==> config.mk <==
export PLATFORM = sky130hd
export DESIGN_NAME = sys_ctrl
export DESIGN_NICKNAME = d
export VERILOG_FILES = /design/src/rtl/sys_ctrl_pkg.sv /design/src/rtl/sys_ctrl.sv
export SDC_FILE = /design/constraint.sdc
export NUM_CORES = 1
export LEC_CHECK = 0
export BUFFER_PORTS_ARGS = -buffer_cell sky130_fd_sc_hd__buf_4
export CAP_MARGIN = 5
export CORE_ASPECT_RATIO = 0.6
export CORE_MARGIN = 10
export CORE_UTILIZATION = 25
export DETAILED_ROUTE_END_ITERATION = 7
export PLACE_DENSITY = 0.56
export SLEW_MARGIN = 20
export SYNTH_ARGS = -nofsm -noshare
export SYNTH_HDL_FRONTEND = slang
export SYNTH_SLANG_ARGS = --single-unit
==> constraint.sdc <==
create_clock -name CLK -period 2.04 [get_ports CLK]
set_input_delay 0.102 -clock CLK [delete_from_list [all_inputs] [get_ports CLK]]
set_output_delay 0.102 -clock CLK [all_outputs]
set_load 0.05 [all_outputs]
==> src/rtl/sys_ctrl_pkg.sv <==
// rtl/sys_ctrl_pkg.sv - shared opcodes, state encoding and default widths for sys_ctrl
package sys_ctrl_pkg;

    localparam int DEF_DATA_WIDTH     = 8;
    localparam int DEF_ADDR_WIDTH     = 4;
    localparam int DEF_ALU_FUNC_WIDTH = 4;

    localparam logic [7:0] OP_RF_WR    = 8'hAA;
    localparam logic [7:0] OP_RF_RD    = 8'hBB;
    localparam logic [7:0] OP_ALU_OPER = 8'hCC;
    localparam logic [7:0] OP_ALU_FUNC = 8'hDD;

    typedef enum logic [3:0] {
        IDLE     = 4'd0,
        WR_ADDR  = 4'd1,
        WR_DATA  = 4'd2,
        RD_ADDR  = 4'd3,
        RD_WAIT  = 4'd4,
        OP_A     = 4'd5,
        OP_B     = 4'd6,
        ALU_FN   = 4'd7,
        ALU_WAIT = 4'd8,
        TX_B0    = 4'd9,
        TX_B1    = 4'd10
    } state_t;

endpackage

==> src/rtl/sys_ctrl.sv <==
// rtl/sys_ctrl.sv - UART command decoder driving RegFile, ALU and TX FIFO
module sys_ctrl
    import sys_ctrl_pkg::*;
#(
    parameter int DATA_WIDTH     = DEF_DATA_WIDTH,
    parameter int ADDR_WIDTH     = DEF_ADDR_WIDTH,
    parameter int ALU_FUNC_WIDTH = DEF_ALU_FUNC_WIDTH
) (
    input  logic                      CLK,
    input  logic                      RST,
    input  logic [DATA_WIDTH-1:0]     RX_DATA,
    input  logic                      RX_DATA_VALID,
    output logic [ADDR_WIDTH-1:0]     RF_ADDR,
    output logic [DATA_WIDTH-1:0]     RF_WR_DATA,
    output logic                      RF_WR_EN,
    output logic                      RF_RD_EN,
    input  logic [DATA_WIDTH-1:0]     RF_RD_DATA,
    input  logic                      RF_RD_DATA_VALID,
    output logic [ALU_FUNC_WIDTH-1:0] ALU_FUNC,
    output logic                      ALU_EN,
    output logic                      ALU_CLK_EN,
    input  logic [2*DATA_WIDTH-1:0]   ALU_OUT,
    input  logic                      ALU_OUT_VALID,
    output logic [DATA_WIDTH-1:0]     FIFO_WR_DATA,
    output logic                      FIFO_WR_INC,
    input  logic                      FIFO_FULL
);

    state_t                    state, state_n;
    logic [2*DATA_WIDTH-1:0]   result, result_n;
    logic                      tx_two, tx_two_n;
    logic [ADDR_WIDTH-1:0]     rf_addr_n;
    logic [DATA_WIDTH-1:0]     rf_wr_data_n;
    logic                      rf_wr_en_n, rf_rd_en_n;
    logic [ALU_FUNC_WIDTH-1:0] alu_func_n;
    logic                      alu_en_n, alu_clk_en_n;
    logic [DATA_WIDTH-1:0]     fifo_wr_data_n;
    logic                      fifo_wr_inc_n;

    // State and every output are registered together so all strobes land one cycle after their trigger
    always_ff @(posedge CLK or negedge RST) begin
        if (!RST) begin
            state        <= IDLE;
            result       <= '0;
            tx_two       <= 1'b0;
            RF_ADDR      <= '0;
            RF_WR_DATA   <= '0;
            RF_WR_EN     <= 1'b0;
            RF_RD_EN     <= 1'b0;
            ALU_FUNC     <= '0;
            ALU_EN       <= 1'b0;
            ALU_CLK_EN   <= 1'b0;
            FIFO_WR_DATA <= '0;
            FIFO_WR_INC  <= 1'b0;
        end else begin
            state        <= state_n;
            result       <= result_n;
            tx_two       <= tx_two_n;
            RF_ADDR      <= rf_addr_n;
            RF_WR_DATA   <= rf_wr_data_n;
            RF_WR_EN     <= rf_wr_en_n;
            RF_RD_EN     <= rf_rd_en_n;
            ALU_FUNC     <= alu_func_n;
            ALU_EN       <= alu_en_n;
            ALU_CLK_EN   <= alu_clk_en_n;
            FIFO_WR_DATA <= fifo_wr_data_n;
            FIFO_WR_INC  <= fifo_wr_inc_n;
        end
    end

    // Frame decode: strobes default low, data/address/enable registers hold unless a state updates them
    always_comb begin
        state_n        = state;
        result_n       = result;
        tx_two_n       = tx_two;
        rf_addr_n      = RF_ADDR;
        rf_wr_data_n   = RF_WR_DATA;
        rf_wr_en_n     = 1'b0;
        rf_rd_en_n     = 1'b0;
        alu_func_n     = ALU_FUNC;
        alu_en_n       = ALU_EN;
        alu_clk_en_n   = ALU_CLK_EN;
        fifo_wr_data_n = FIFO_WR_DATA;
        fifo_wr_inc_n  = 1'b0;
        case (state)
            IDLE: if (RX_DATA_VALID) begin
                if (RX_DATA == DATA_WIDTH'(OP_RF_WR))         state_n = WR_ADDR;
                else if (RX_DATA == DATA_WIDTH'(OP_RF_RD))    state_n = RD_ADDR;
                else if (RX_DATA == DATA_WIDTH'(OP_ALU_OPER)) state_n = OP_A;
                else if (RX_DATA == DATA_WIDTH'(OP_ALU_FUNC)) state_n = ALU_FN;
            end
            WR_ADDR: if (RX_DATA_VALID) begin
                rf_addr_n = RX_DATA[ADDR_WIDTH-1:0];
                state_n   = WR_DATA;
            end
            WR_DATA: if (RX_DATA_VALID) begin
                rf_wr_data_n = RX_DATA;
                rf_wr_en_n   = 1'b1;
                state_n      = IDLE;
            end
            RD_ADDR: if (RX_DATA_VALID) begin
                rf_addr_n  = RX_DATA[ADDR_WIDTH-1:0];
                rf_rd_en_n = 1'b1;
                state_n    = RD_WAIT;
            end
            RD_WAIT: if (RF_RD_DATA_VALID) begin
                result_n = {{DATA_WIDTH{1'b0}}, RF_RD_DATA};
                tx_two_n = 1'b0;
                state_n  = TX_B0;
            end
            OP_A: if (RX_DATA_VALID) begin
                rf_addr_n    = '0;
                rf_wr_data_n = RX_DATA;
                rf_wr_en_n   = 1'b1;
                state_n      = OP_B;
            end
            OP_B: if (RX_DATA_VALID) begin
                rf_addr_n    = ADDR_WIDTH'(1);
                rf_wr_data_n = RX_DATA;
                rf_wr_en_n   = 1'b1;
                state_n      = ALU_FN;
            end
            ALU_FN: if (RX_DATA_VALID) begin
                alu_func_n   = RX_DATA[ALU_FUNC_WIDTH-1:0];
                alu_en_n     = 1'b1;
                alu_clk_en_n = 1'b1;
                state_n      = ALU_WAIT;
            end
            ALU_WAIT: if (ALU_OUT_VALID) begin
                result_n     = ALU_OUT;
                tx_two_n     = 1'b1;
                alu_en_n     = 1'b0;
                alu_clk_en_n = 1'b0;
                state_n      = TX_B0;
            end
            TX_B0: if (!FIFO_FULL) begin
                fifo_wr_data_n = result[DATA_WIDTH-1:0];
                fifo_wr_inc_n  = 1'b1;
                state_n        = tx_two ? TX_B1 : IDLE;
            end
            TX_B1: if (!FIFO_FULL) begin
                fifo_wr_data_n = result[2*DATA_WIDTH-1:DATA_WIDTH];
                fifo_wr_inc_n  = 1'b1;
                state_n        = IDLE;
            end
            default: state_n = IDLE;
        endcase
    end

endmodule

# After elaboration in Yosys (flattened, before gate mapping)
# Cells that the tools add are included.
[totals] ff_bits=49 latch_bits=0 mem_bits_rw=0 romBits=0 input_bits=38 output_inout_bits=29 elab_cells=90 n_memories=0
[classes] add_sub_neg=0 mul=0 div_mod_pow=0 magnitude_cmp=0 n_eq_ne=27 shift=0 n_mux=37 bitwise=0 n_reduce_logical=15
[ops] cell="$mux 4" n=18
[ops] cell="$pmux 4 s11" n=1
[ops] cell="$eq 8x8->1 const B" n=4
[ops] cell="$mux 16" n=2
[ops] cell="$pmux 16 s2" n=1
[ops] cell="$ne 2x2->1 const B" n=11
[ops] cell="$eq 4x3->1 const B" n=4
[ops] cell="$mux 8" n=2
[ops] cell="$pmux 8 s2" n=1
[ops] cell="$eq 4x4->1 const B" n=3
[ops] cell="$pmux 4 s3" n=1
[ops] cell="$reduce_and 12->1" n=1
[ops] cell="$mux 1" n=9
[ops] cell="$reduce_and 3->1" n=3
[ops] cell="$eq 4x2->1 const B" n=2
[ops] cell="$reduce_bool 2->1" n=3
[ops] cell="$ne 5x5->1 const B" n=1
[ops] cell="$eq 4x1->1 const B" n=1
[ops] cell="$logic_not 4->1" n=1
[ops] cell="$pmux 1 s2" n=2
[ops] cell="$reduce_and 2->1" n=2
[ops] cell="$reduce_and 4->1" n=1
[ops] cell="$reduce_or 2->1" n=2
[ops] cell="$reduce_bool 3->1" n=1
[ops] cell="other kinds (2)" n=2

# Logic depth before layout (Yosys ltp)
# Gate-level depths: netlist (run 1).
[depth] depth_word=7 mapped_depth=7 mapped_depth_nobuf=4

# Worst setup path after synthesis (run 1)
# OpenSTA, ideal clock, no wires.
[synth_timing] path_type="register to register" startpoint="register state[0]" endpoint="register result[12]" setup_time_ns=0.121 arrival_ns=1.647 required_time_ns=1.919 slack_ns=0.272 stages_incl_launch_ff=7 n_path_buf=3 synth_period_minus_slack_ns=1.768 cell_sequence="dfrtp_1 > buf_6 > or2_0 > clkbuf_1 > a2111o_1 > buf_6 > a22o_1"
[synth_between] elab_chain_cells=3 word_cells_on_any_way=7
[synth_lines] element="start: declaration" line="sys_ctrl.sv:29" rtl="state_t state, state_n;"
[synth_lines] element="start signal: assignment" line="sys_ctrl.sv:56" rtl="state <= state_n;"
[synth_lines] element="$eq 4x4->1 or $eq 4x3->1 (tied branches)" line="sys_ctrl.sv:85" rtl="case (state)"
[synth_lines] element="$ne 2x2->1 (no source line) or $reduce_bool 2->1 (tied branches)"
[synth_lines] element="$reduce_and 3->1 (no source line)"
[synth_lines] element="end signal: assignment" line="sys_ctrl.sv:57" rtl="result <= result_n;"
[synth_lines] element="end: declaration" line="sys_ctrl.sv:30" rtl="logic [2*DATA_WIDTH-1:0] result, result_n;"
# Parallel ways exist; a longest one is shown, timed or not.
# A chain may end at the register's enable or synchronous reset.

# Worst setup path after layout (run 1)
[layout_timing] startpoint="register state[0]" endpoint="register FIFO_WR_DATA[5]"
[layout_between] elab_chain_cells=3 word_cells_on_any_way=7
[layout_lines] element="$eq 4x4->1" line="sys_ctrl.sv:85"
[layout_lines] element="$ne 2x2->1 (no source line) or $reduce_bool 2->1 (tied branches)"
[layout_lines] element="$reduce_and 3->1 (no source line)"
[layout_lines] element="end signal: assignment" line="sys_ctrl.sv:66" rtl="FIFO_WR_DATA <= fifo_wr_data_n;"
[layout_lines] element="end: declaration" line="sys_ctrl.sv:24" rtl="output logic [DATA_WIDTH-1:0] FIFO_WR_DATA,"
# Parallel ways exist; a longest one is shown, timed or not.

==> metrics.md, run 1 <==
| Metric | Value |
|---|---|
| Status | finished clean |
| Crit path from | state[0] |
| Sequential share of the synthesized area | 52.2% |
| CTS Buffer Depth | 2 |
| # DRC | 0 |
| Avg WL per Cell | 15.4 um |
| Post-CTS setup buffer count | 0 |
| RSZ-0062 raised after global routing | false |
| Maximum level of the CTS H-tree | 2 |
| Min Hold Slack | 0.0291 ns |
| Pre-CTS setup slack | 0.299 ns |
| Remaining antenna violation count | 0 |
| Count of cell types in the netlist | 44 |
| WL final | 6.34 mm |
| Root Buffer | clkbuf_16 |
| Initial DRC count | 110 |
| Post-cts resize count | 0 |
| Layout Skew | 0.00372 ns |
| Site Rows | 27 |
| Average size of a mapped cell | 11.1 um2 |
| Largest net degree at the start of global routing | 50 |
| Core footprint | 0.00916 mm2 |
| Hpwl dp | 5.01 mm |
| Pwr Density | 1700 mW/mm2 |
| GRT Total Usage | 8.81% |
| Tmin final | 1.73 ns |
| Vias | 1782 |
| Yosys warns | 0 |
| RR Startpoint | state[0] |
| IO Count | 67 |
| Hold-fix buffers at CTS | 1 |
| CTS Buf Count | 5 |
| Number of flops mapped to enable cells by yosys | 0 |
| Synthesis-stage register bit count | 49 |
| Syn nets | 250 |
| Max-Slew Margin vs Limit | 58.8% |
| Starting Density | 25.7% |
| Finished Cell Area | 0.00316 mm2 |
| WP data arrival | 1.88 ns |
| Sum Neg Setup Slack | 0 ns |
| Crit Path Class | flop to flop |
| GRT overflow | 0 |
| Drt via density | 4.33 |
| Cell type with the largest total area after synthesis | dfrtp_1 |
| Hold Fails Final Rpt | 0 |
| Clock Latency Late Sink | 0.29 ns |
| Maximum vdd ir drop | 0.391 mV |
| Period utilisation layout | 85.0% |
| Placement Cell Area | 0.00300 mm2 |
| Setup ws final | 0.305 ns |
| Die Footprint | 0.0138 mm2 |
| Post-Syn Instances | 212 |
| Max Fclk | 576 MHz |
| Gp weighted congestion | 0.841 |
| Main area contributors after synthesis | dfrtp_1 52%, mux2i_1 9.0%, mux2_2 5.8%, o21ai_1 3.6%, nand2_1 3.5% |
| Commonest non-fill, non-tap cells in the layout | 75 x buf_4, 49 x dfrtp_1, 22 x nand2_1 |
| Slew at the pin with the worst max-slew slack | 0.618 ns |
| Critical path required time | 2.18 ns |
| CTS tree | built |
| Power Total | 5.38 mW |
| Global-route wire length before repair | 9.84 mm |
| Max Slew Vio Count | 0 |
| Die Span Y | 95.1 um |
| Vias in the first global route | 1735 |
| Clock sink total | 49 |
| Fraction of registers with async set/reset | 100% |
| PortBufs | 66 |
| P_leak | 1.47 nW |
| Predominant post-synthesis flop cell | dfrtp_1 |
| Die extent in x | 145 um |
| Worst hold path type | primary input to flop |
| Crit path max fanout | 17 |
| Synthesis-to-layout area growth | 34.7% |
| CP Launch Type | flop |
| Ant. Diodes | 0 |
| CP endpoint kind | flop |
| Mapped Area | 0.00235 mm2 |
| Commonest non-fill, non-tap cell in the layout | buf_4 |
| Initial antenna violation count | 0 |
| Nets | 319 |
| Max-cap violations | 0 |
| Layout cells sized above 1 | 35.5% |
| Yosys top cell area share | 52.2% |
| Hold Crit Start | ALU_OUT[9] |
| Setup violators final | 0 |
| Pre-antenna DRT Iters | 4 |
| Clock transition at the registers of the reported paths | 0.06 ns |
[metal layers]
| layer | track usage (%) | part of all wire, % | vias to the layer above |
|---|---|---|---|
| met4 | 1.76 | 0.44 | 0 |
| met1 | 12.7 | 50 | 838 |
| met2 | 13.0 | 45 | 49 |
| met5 | 0 | 0 | - |
| li1 | - | - | 893 |
| met3 | 2.36 | 4.6 | 2 |
[state kept, by name, summed over array words and instances (netlist names), 4 cells and up]
signal,cells
ALU_FUNC,4
FIFO_WR_DATA,8
RF_ADDR,4
RF_WR_DATA,8
result,16
state,4
[Yosys cell counts (2+ instances only)]
cell type  instances
nand2_1           22
dfrtp_1           49
mux2_2            12
o22ai_1            2
or3_1              2
nor3_1             3
inv_2              2
o21ai_1           17
o21ai_0            2
nor4bb_1           2
nand2b_1           8
a211oi_1           2
a21oi_1            2
xnor2_1            2
nand4bb_1          2
o31ai_1            2
inv_1              6
a22o_1             8
buf_2              6
clkbuf_1           5
nor2_1             6
buf_6              2
nand3_1            3
nor3b_1            3
mux2i_1           21
a2111o_1           3
[critical path, cell delays in order, from the launching register on]
cell and delay [ns]:
dfrtp_1 0.38, buf_4 0.19, xnor2_1 0.17, or3_1 0.61, nand2_1 0.16, o21ai_1 0.08
[stage by stage]
stage,cells,utilization (%)
floorplan,212,-
global placement,403,32.7
detailed placement,403,32.7
CTS,412,34.5
global route,412,34.5
finish,412,34.5
[area by class of cell]
cell class | instances | area (um2)
clock buffer | 7 | 153
inverter | 8 | 30.0
sequential | 49 | 1230
tap | 130 | 163
multi-input combinational | 141 | 1010
timing repair buffer | 76 | 573
fill | 908 | 5990
clock inverter | 1 | 5.00
[power by group]
group	switching [mW]	leakage (nW)	total, mW	internal, mW
logic	1.85	0.773	2.88	1.02
registers	0.248	0.615	1.65	1.40
clock network	0.342	0.0799	0.861	0.519
[final timing paths]
kind	end	slack, ns	cells past startpoint
setup / recovery	FIFO_WR_DATA[5]	0.31	5
hold / removal	result[9]	0.03	2
max in group asynchronous	FIFO_WR_DATA[5]	1.25	2
hold reg to reg	FIFO_WR_DATA[0]	0.49	2
setup reg to reg	FIFO_WR_DATA[5]	0.31	5
min in group asynchronous	RF_WR_DATA[3]	0.37	2
[cells by family (layout without fill, tap and decap cells)]
group,Yosys count,in the layout,share of synthesized area (%)
buffers and inverters,22,92,4.64
and+or+nand+nor,56,56,12.7
DFF,49,49,52.2
AOI/OAI and AO/OA,49,49,14.6
xor gates and xnor gates,3,3,1.12
muxes,33,33,14.7
No activity file was read; power rests on OpenSTA's default activity.
==> run 2, diff against run 1 <==
--- a/config.mk
+++ b/config.mk
@@ -5,14 +5,15 @@
 export SDC_FILE = /design/constraint.sdc
 export NUM_CORES = 1
 export LEC_CHECK = 0
+export ABC_AREA = 1
 export BUFFER_PORTS_ARGS = -buffer_cell sky130_fd_sc_hd__buf_4
 export CAP_MARGIN = 5
 export CORE_ASPECT_RATIO = 0.6
 export CORE_MARGIN = 10
 export CORE_UTILIZATION = 25
 export DETAILED_ROUTE_END_ITERATION = 7
+export HOLD_SLACK_MARGIN = 0.15
 export PLACE_DENSITY = 0.56
-export SLEW_MARGIN = 20
 export SYNTH_ARGS = -nofsm -noshare
 export SYNTH_HDL_FRONTEND = slang
 export SYNTH_SLANG_ARGS = --single-unit
==> run 2 against run 1 <==
  * Die area increased by 2.9%
  * Final cell count increased by 25%
  * Largest cell class unchanged
  * Power increased by 4.9%
  * Maximum frequency increased by 3.2%
  * Final area increased by 9.4%
  * Non-clock buffer count increased by 16
  * Register-to-register slack improved by 0.05 ns
  * Sequential power increased by 5%
  * Hold slack improved by 0.13 ns
  * Routed wire length increased by 13%
  * Highest routed layer unchanged
  * Critical path type unchanged
==> metrics.md, run 2 <==
| Metric | Value |
|---|---|
| Status | finished clean |
| Die Span Y | 96.4 um |
| Die Footprint | 0.0142 mm2 |
| Main area contributors after synthesis | dfrtp_1 50%, nand2_1 13%, o21ai_0 6.4%, nor2_1 4.6%, inv_1 3.2% |
| Initial DRC count | 126 |
| Synthesis-stage register bit count | 49 |
| Hold-fix buffers at CTS | 22 |
| RR Startpoint | state[1] |
| Starting Density | 26.1% |
| Max layer used | met4 |
| Routed length on met3 | 325 um |
| Worst hold path type | primary input to flop |
| CTS Buffer Depth | 2 |
| Cell type with the largest total area after synthesis | dfrtp_1 |
| Max-Slew Margin vs Limit | 57.7% |
| Drt via density | 4.32 |
| Max Fclk | 595 MHz |
| Hpwl dp | 5.55 mm |
| Post-CTS setup buffer count | 0 |
| Number of flops mapped to enable cells by yosys | 0 |
| Critical path required time | 2.21 ns |
| Crit path max fanout | 12 |
| Maximum vdd ir drop | 0.587 mV |
| Top-count cell post-synth | nand2_1 |
| Synthesis-to-layout area growth | 42.3% |
| Pre-antenna DRT Iters | 4 |
| GRT Total Usage | 10.2% |
| P_leak | 1.74 nW |
| Hold Fails Final Rpt | 0 |
| Slew at the pin with the worst max-slew slack | 0.635 ns |
| Fraction of registers with async set/reset | 100% |
| Yosys top cell area share | 50.4% |
| Clock Latency Late Sink | 0.29 ns |
| Metal2 WL | 3.00 mm |
| Count of cell types in the netlist | 26 |
| CP Launch Type | flop |
| # DRC | 0 |
| Gp weighted congestion | 0.785 |
| Mapped Area | 0.00243 mm2 |
| Hold Crit Start | ALU_OUT[7] |
| Ant. Diodes | 0 |
| Crit Path Class | flop to flop |
| Avg WL per Cell | 13.9 um |
| Nets | 424 |
| Predominant post-synthesis flop cell | dfrtp_1 |
| WL final | 7.17 mm |
| R2R cell count | 10 |
| Syn nets | 333 |
| Post-cts resize count | 0 |
| Post-Syn Instances | 295 |
| Initial antenna violation count | 0 |
| CTS Buf Count | 5 |
| PortBufs | 66 |
| Largest register FFs | 16 |
| Post-layout util | 37.1% |
| Pwr Density | 1630 mW/mm2 |
| Root Buffer | clkbuf_16 |
| Tmin final | 1.68 ns |
| Commonest non-fill, non-tap cells in the layout | 87 x nand2_1, 70 x buf_4, 49 x dfrtp_1 |
| Hold Path Cell Cnt | 5 |
| Remaining antenna violation count | 0 |
| Max Slew Vio Count | 0 |
| Core footprint | 0.00932 mm2 |
| Synth cell count leaders | 87 x nand2_1, 49 x dfrtp_1, 31 x o21ai_0 |
| Yosys warns | 0 |
| Reg-to-reg setup timing slack | 0.36 ns |
| Pre-CTS setup slack | 0.372 ns |
| Min Hold Slack | 0.164 ns |
| Layout Skew | 0.00742 ns |
| Sum Neg Setup Slack | 0 ns |
| RSZ-0062 raised after global routing | false |
| Commonest non-fill, non-tap cell in the layout | nand2_1 |
| Layout cells sized above 1 | 24.8% |
| Clock transition at the registers of the reported paths | 0.07 ns |
| Clock sink total | 49 |
| Average size of a mapped cell | 8.25 um2 |
| Hold EP | result[7] |
| Max-cap violations | 0 |
| Vias in the first global route | 2229 |
| Global-route wire length before repair | 11.6 mm |
| Period utilisation layout | 82.4% |
| Setup violators final | 0 |
| CTS tree | built |
| Finished Cell Area | 0.00346 mm2 |
| Largest registers | result (16), FIFO_WR_DATA (8), RF_WR_DATA (8) |
| IO Count | 67 |
| GRT overflow | 0 |
| Largest net degree at the start of global routing | 50 |
| Vias | 2235 |
| Setup ws final | 0.359 ns |
| Maximum level of the CTS H-tree | 2 |
| Met1 WL | 3.80 mm |
| Die extent in x | 147 um |
| Placement Cell Area | 0.00305 mm2 |
| CP endpoint kind | flop |
| Largest reg by FF count | result |
| Site Rows | 27 |
| WP data arrival | 1.85 ns |
| Sequential share of the synthesized area | 50.4% |
| Reg-to-reg critical path endpoint | state[0] |
==> run 2: changes by cell type in the layout (fill, tap and decap cells not counted), moves of 9 or more <==
cell	delta
a21oi_1	+9
inv_1	+15
nand2_1	+65
nor2_1	+24
o21ai_0	+29
nand3_1	+10
dlygate4sd3_1	+21
mux2i_1	-21
o21ai_1	-13
mux2_2	-12
==> run 2: through the flow <==
stage          instances  power [mW]
2_1_floorplan        295        3.73
3_3_place_gp         487        4.54
3_5_place_dp         487        4.60
4_1_cts              517        5.70
5_1_grt              517        6.04
6_report             517        5.65
==> run 2: cell type report <==
cell class,count,area (um2)
inverters,25,93.8
flip-flops and latches,49,1230
multi-input cells,213,1040
fillers,985,5860
clock buffers,5,125
clock inverters,3,65.1
repair buffers,92,746
well taps,130,163
==> run 2: how the worst max path moves through the flow <==
stage / from / slack [ns] / end / cells past startpoint
6_report: state[1] / 0.36 / state[0] / 10
3_5_place_dp: state[3] / 0.37 / result[5] / 6
5_1_grt: state[3] / 0.16 / result[3] / 7
2_1_floorplan: state[0] / 0.63 / RF_WR_DATA[5] / 7
4_1_cts: state[3] / 0.36 / result[0] / 7
3_3_place_gp: state[1] / 0.40 / state[2] / 10
==> run 2: power by group <==
part	internal [mW]	leakage [nW]	switching (mW)
clock	0.700	0.0938	0.361
combinational	0.895	1.03	1.96
sequential	1.42	0.611	0.314
total	3.02	1.74	2.63
==> run 2: cell families (layout without fill, tap and decap cells) <==
group | count (synthesis) | count (layout) | synth area share [%]
buffers and inverters | 33 | 125 | 6.74
and+or+nand+nor | 153 | 153 | 29.0
AOI/OAI and AO/OA | 60 | 60 | 13.9
DFF | 49 | 49 | 50.4
==> run 2: per-layer routing <==
metal  global-route usage (%)  vias to the layer above
met5                        0                        -
met4                     3.28                        0
met3                     2.23                        2
met2                     14.1                       59
met1                     15.1                     1036
li1                         -                     1138
==> run 2: critical path: stages (launching register included) <==
cell and delay [ns]:
dfrtp_1 0.40, buf_4 0.22, nand2_1 0.10, inv_1 0.18
nor2_4 0.06, nand2_4 0.09, nor2_1 0.05, nor2_2 0.22
nand2_2 0.13, nand2_1 0.07, nand2_1 0.05
==> run 3, diff against run 2 <==
==> constraint.sdc (replaced) <==
create_clock -name CLK -period 1.75 [get_ports CLK]
set_input_delay 0.0875 -clock CLK [delete_from_list [all_inputs] [get_ports CLK]]
set_output_delay 0.0875 -clock CLK [all_outputs]
set_load 0.05 [all_outputs]
==> run 3 against run 2 <==
  * Register-to-register slack worse by 0.23 ns
  * Final cell count up 0.58%
  * Global-route usage down 0.30 points
  * Die area did not move
  * Via count shrank 0.18%
  * Combinational power up 20%
  * Clock-buffer cell count did not move
  * Sequential power increased by 17%
  * Worst setup slack worse by 0.23 ns
  * Non-clock buffer count is 4 higher
  * Routed wire length down 1.5%
==> metrics.md, run 3 (synthesis gave the netlist of run 2 again) <==
| Metric | Value |
|---|---|
| Global-route wire length before repair | 11.3 mm |
| Initial antenna violation count | 0 |
| Die Footprint | 0.0142 mm2 |
| Min Hold Slack | 0.168 ns |
| Crit path cell chain | nand2_1, inv_1, nor2_4, nand2_4, nor2_1, nor2_2, nand2_2, nand2_1, nand2_1 |
| Drt via density | 4.29 |
| Pwr Density | 1860 mW/mm2 |
| PortBufs | 66 |
| Ant. Diodes | 0 |
| Largest registers | result (16), FIFO_WR_DATA (8), RF_WR_DATA (8) |
| Largest register FFs | 16 |
| Die extent in x | 147 um |
| Hold Crit Start | ALU_OUT[7] |
| Avg WL per Cell | 13.6 um |
| IO Count | 67 |
| Setup ws final | 0.125 ns |
| Largest net degree at the start of global routing | 50 |
| Clock sink total | 49 |
| Period utilisation layout | 92.9% |
| Largest reg by FF count | result |
| Max-cap violations | 0 |
| Critical Path Stages | 9 |
| Pre-antenna DRT Iters | 4 |
| Critical Path Max Stage Delay | 0.50 ns |
| Reg-to-reg setup timing slack | 0.13 ns |
| Critical path required time | 1.92 ns |
| Hold EP | result[7] |
| Commonest non-fill, non-tap cell in the layout | nand2_1 |
| Starting Density | 26.1% |
| Worst hold path type | primary input to flop |
| WL final | 7.07 mm |
| Post-cts resize count | 0 |
| CP Launch Type | flop |
| CTS Buf Count | 5 |
| Maximum vdd ir drop | 0.765 mV |
| # DRC | 0 |
| Delay-heaviest family, CP | simple AND/OR/NAND/NOR gates |
| Root Buffer | clkbuf_16 |
| R2R cell count | 9 |
| Core footprint | 0.00932 mm2 |
| Max Fclk | 615 MHz |
| WP buf/inv | 1 |
| Reg-to-reg critical path endpoint | state[3] |
| WP data arrival | 1.80 ns |
| RSZ-0062 raised after global routing | false |
| Remaining antenna violation count | 0 |
| GRT Total Usage | 9.86% |
| Hold Fails Final Rpt | 0 |
| Pre-CTS setup slack | 0.0150 ns |
| Clock Latency Late Sink | 0.28 ns |
| Most used cell, CP | nand2_1 |
| Hpwl dp | 5.51 mm |
| CTS Buffer Depth | 2 |
| Maximum level of the CTS H-tree | 2 |
| Max Slew Vio Count | 0 |
| Site Rows | 27 |
| Sum Neg Setup Slack | 0 ns |
| Initial DRC count | 176 |
| Max-Slew Margin vs Limit | 58.0% |
| Tmin final | 1.62 ns |
| Vias | 2231 |
| GRT overflow | 0 |
| Fillers | 977 |
| Status | finished clean |
| Synthesis-to-layout area growth | 43.3% |
| Slew at the pin with the worst max-slew slack | 0.629 ns |
| Nets | 428 |
| Commonest non-fill, non-tap cells in the layout | 87 x nand2_1, 72 x buf_4, 49 x dfrtp_1 |
| Setup violators final | 0 |
| Clock transition at the registers of the reported paths | 0.07 ns |
| RR Startpoint | state[0] |
| Crit path max-delay cell type | dfrtp_1 |
| CP endpoint kind | flop |
| Crit path max fanout | 6 |
| Hold Path Cell Cnt | 5 |
| Vias in the first global route | 2215 |
| CTS tree | built |
| Crit Path Class | flop to flop |
| P_leak | 1.75 nW |
| Layout cells sized above 1 | 25.4% |
| Die Span Y | 96.4 um |
| Gp weighted congestion | 0.824 |
| Layout Skew | 0.00860 ns |
==> run 3: worst max path at each step <==
| stage | startpoint | end | slack (ns) |
|---|---|---|---|
| 6_report | state[0] | state[3] | 0.13 |
| 5_1_grt | state[3] | result[10] | 0.01 |
| 4_1_cts | state[3] | result[5] | 0.009 |
| 3_5_place_dp | state[3] | result[5] | 0.02 |
| 3_3_place_gp | state[3] | result[4] | 0.13 |
| 2_1_floorplan | state[0] | RF_WR_DATA[5] | 0.34 |
==> run 3: worst register-to-register path: cells and delay by family, from the launching register on <==
family / cells / cell delay [ns]
AND/OR/NAND/NOR: 8 / 0.84
buffers and inverters: 1 / 0.19
flip-flops: 1 / 0.50
==> run 3: power breakdown <==
group	switching, mW	total (mW)	internal [mW]
clock	0.398	1.06	0.664
combinational	2.29	3.41	1.12
sequential	0.370	2.02	1.65
==> run 3: layout make-up <==
class	instances	area, um2	share of cell area (%)
flip-flops and latches	49	1230	35.2
clock inverters	2	35.0	1.01
multi-input cells	213	1040	29.9
repair buffers	96	801	23.0
inverters	25	93.8	2.69
clock buffers	5	125	3.59
well taps	130	163	4.67
==> run 3: metrics by stage <==
| step | power (mW) | cell area [um2] | instances | utilization, % |
|---|---|---|---|---|
| after floorplan | 4.35 | 2430 | 295 | - |
| after global placement | 5.28 | 3050 | 487 | 32.7 |
| after detailed placement | 5.34 | 3050 | 487 | 32.7 |
| after CTS | 6.46 | 3430 | 516 | 36.8 |
| after global routing | 6.97 | 3490 | 520 | 37.4 |
| final | 6.49 | 3490 | 520 | 37.4 |
==> run 3: what timing repair did <==
| item | in CTS | in global routing |
|---|---|---|
| setup endpoints to repair | 0 | 9 |
| hold endpoints to repair | 72 | 0 |
| buffers inserted | 0 | 4 |
| hold buffers | 22 | 0 |
==> run 3: metal layers <==
layer  up-vias  global-route usage [%]  wire, um
met1      1021                    14.5      3720
met5         -                       0         0
met2        50                    14.3      3000
met4         0                    2.22        44
met3         4                    2.18       298
li1       1156                       -         -
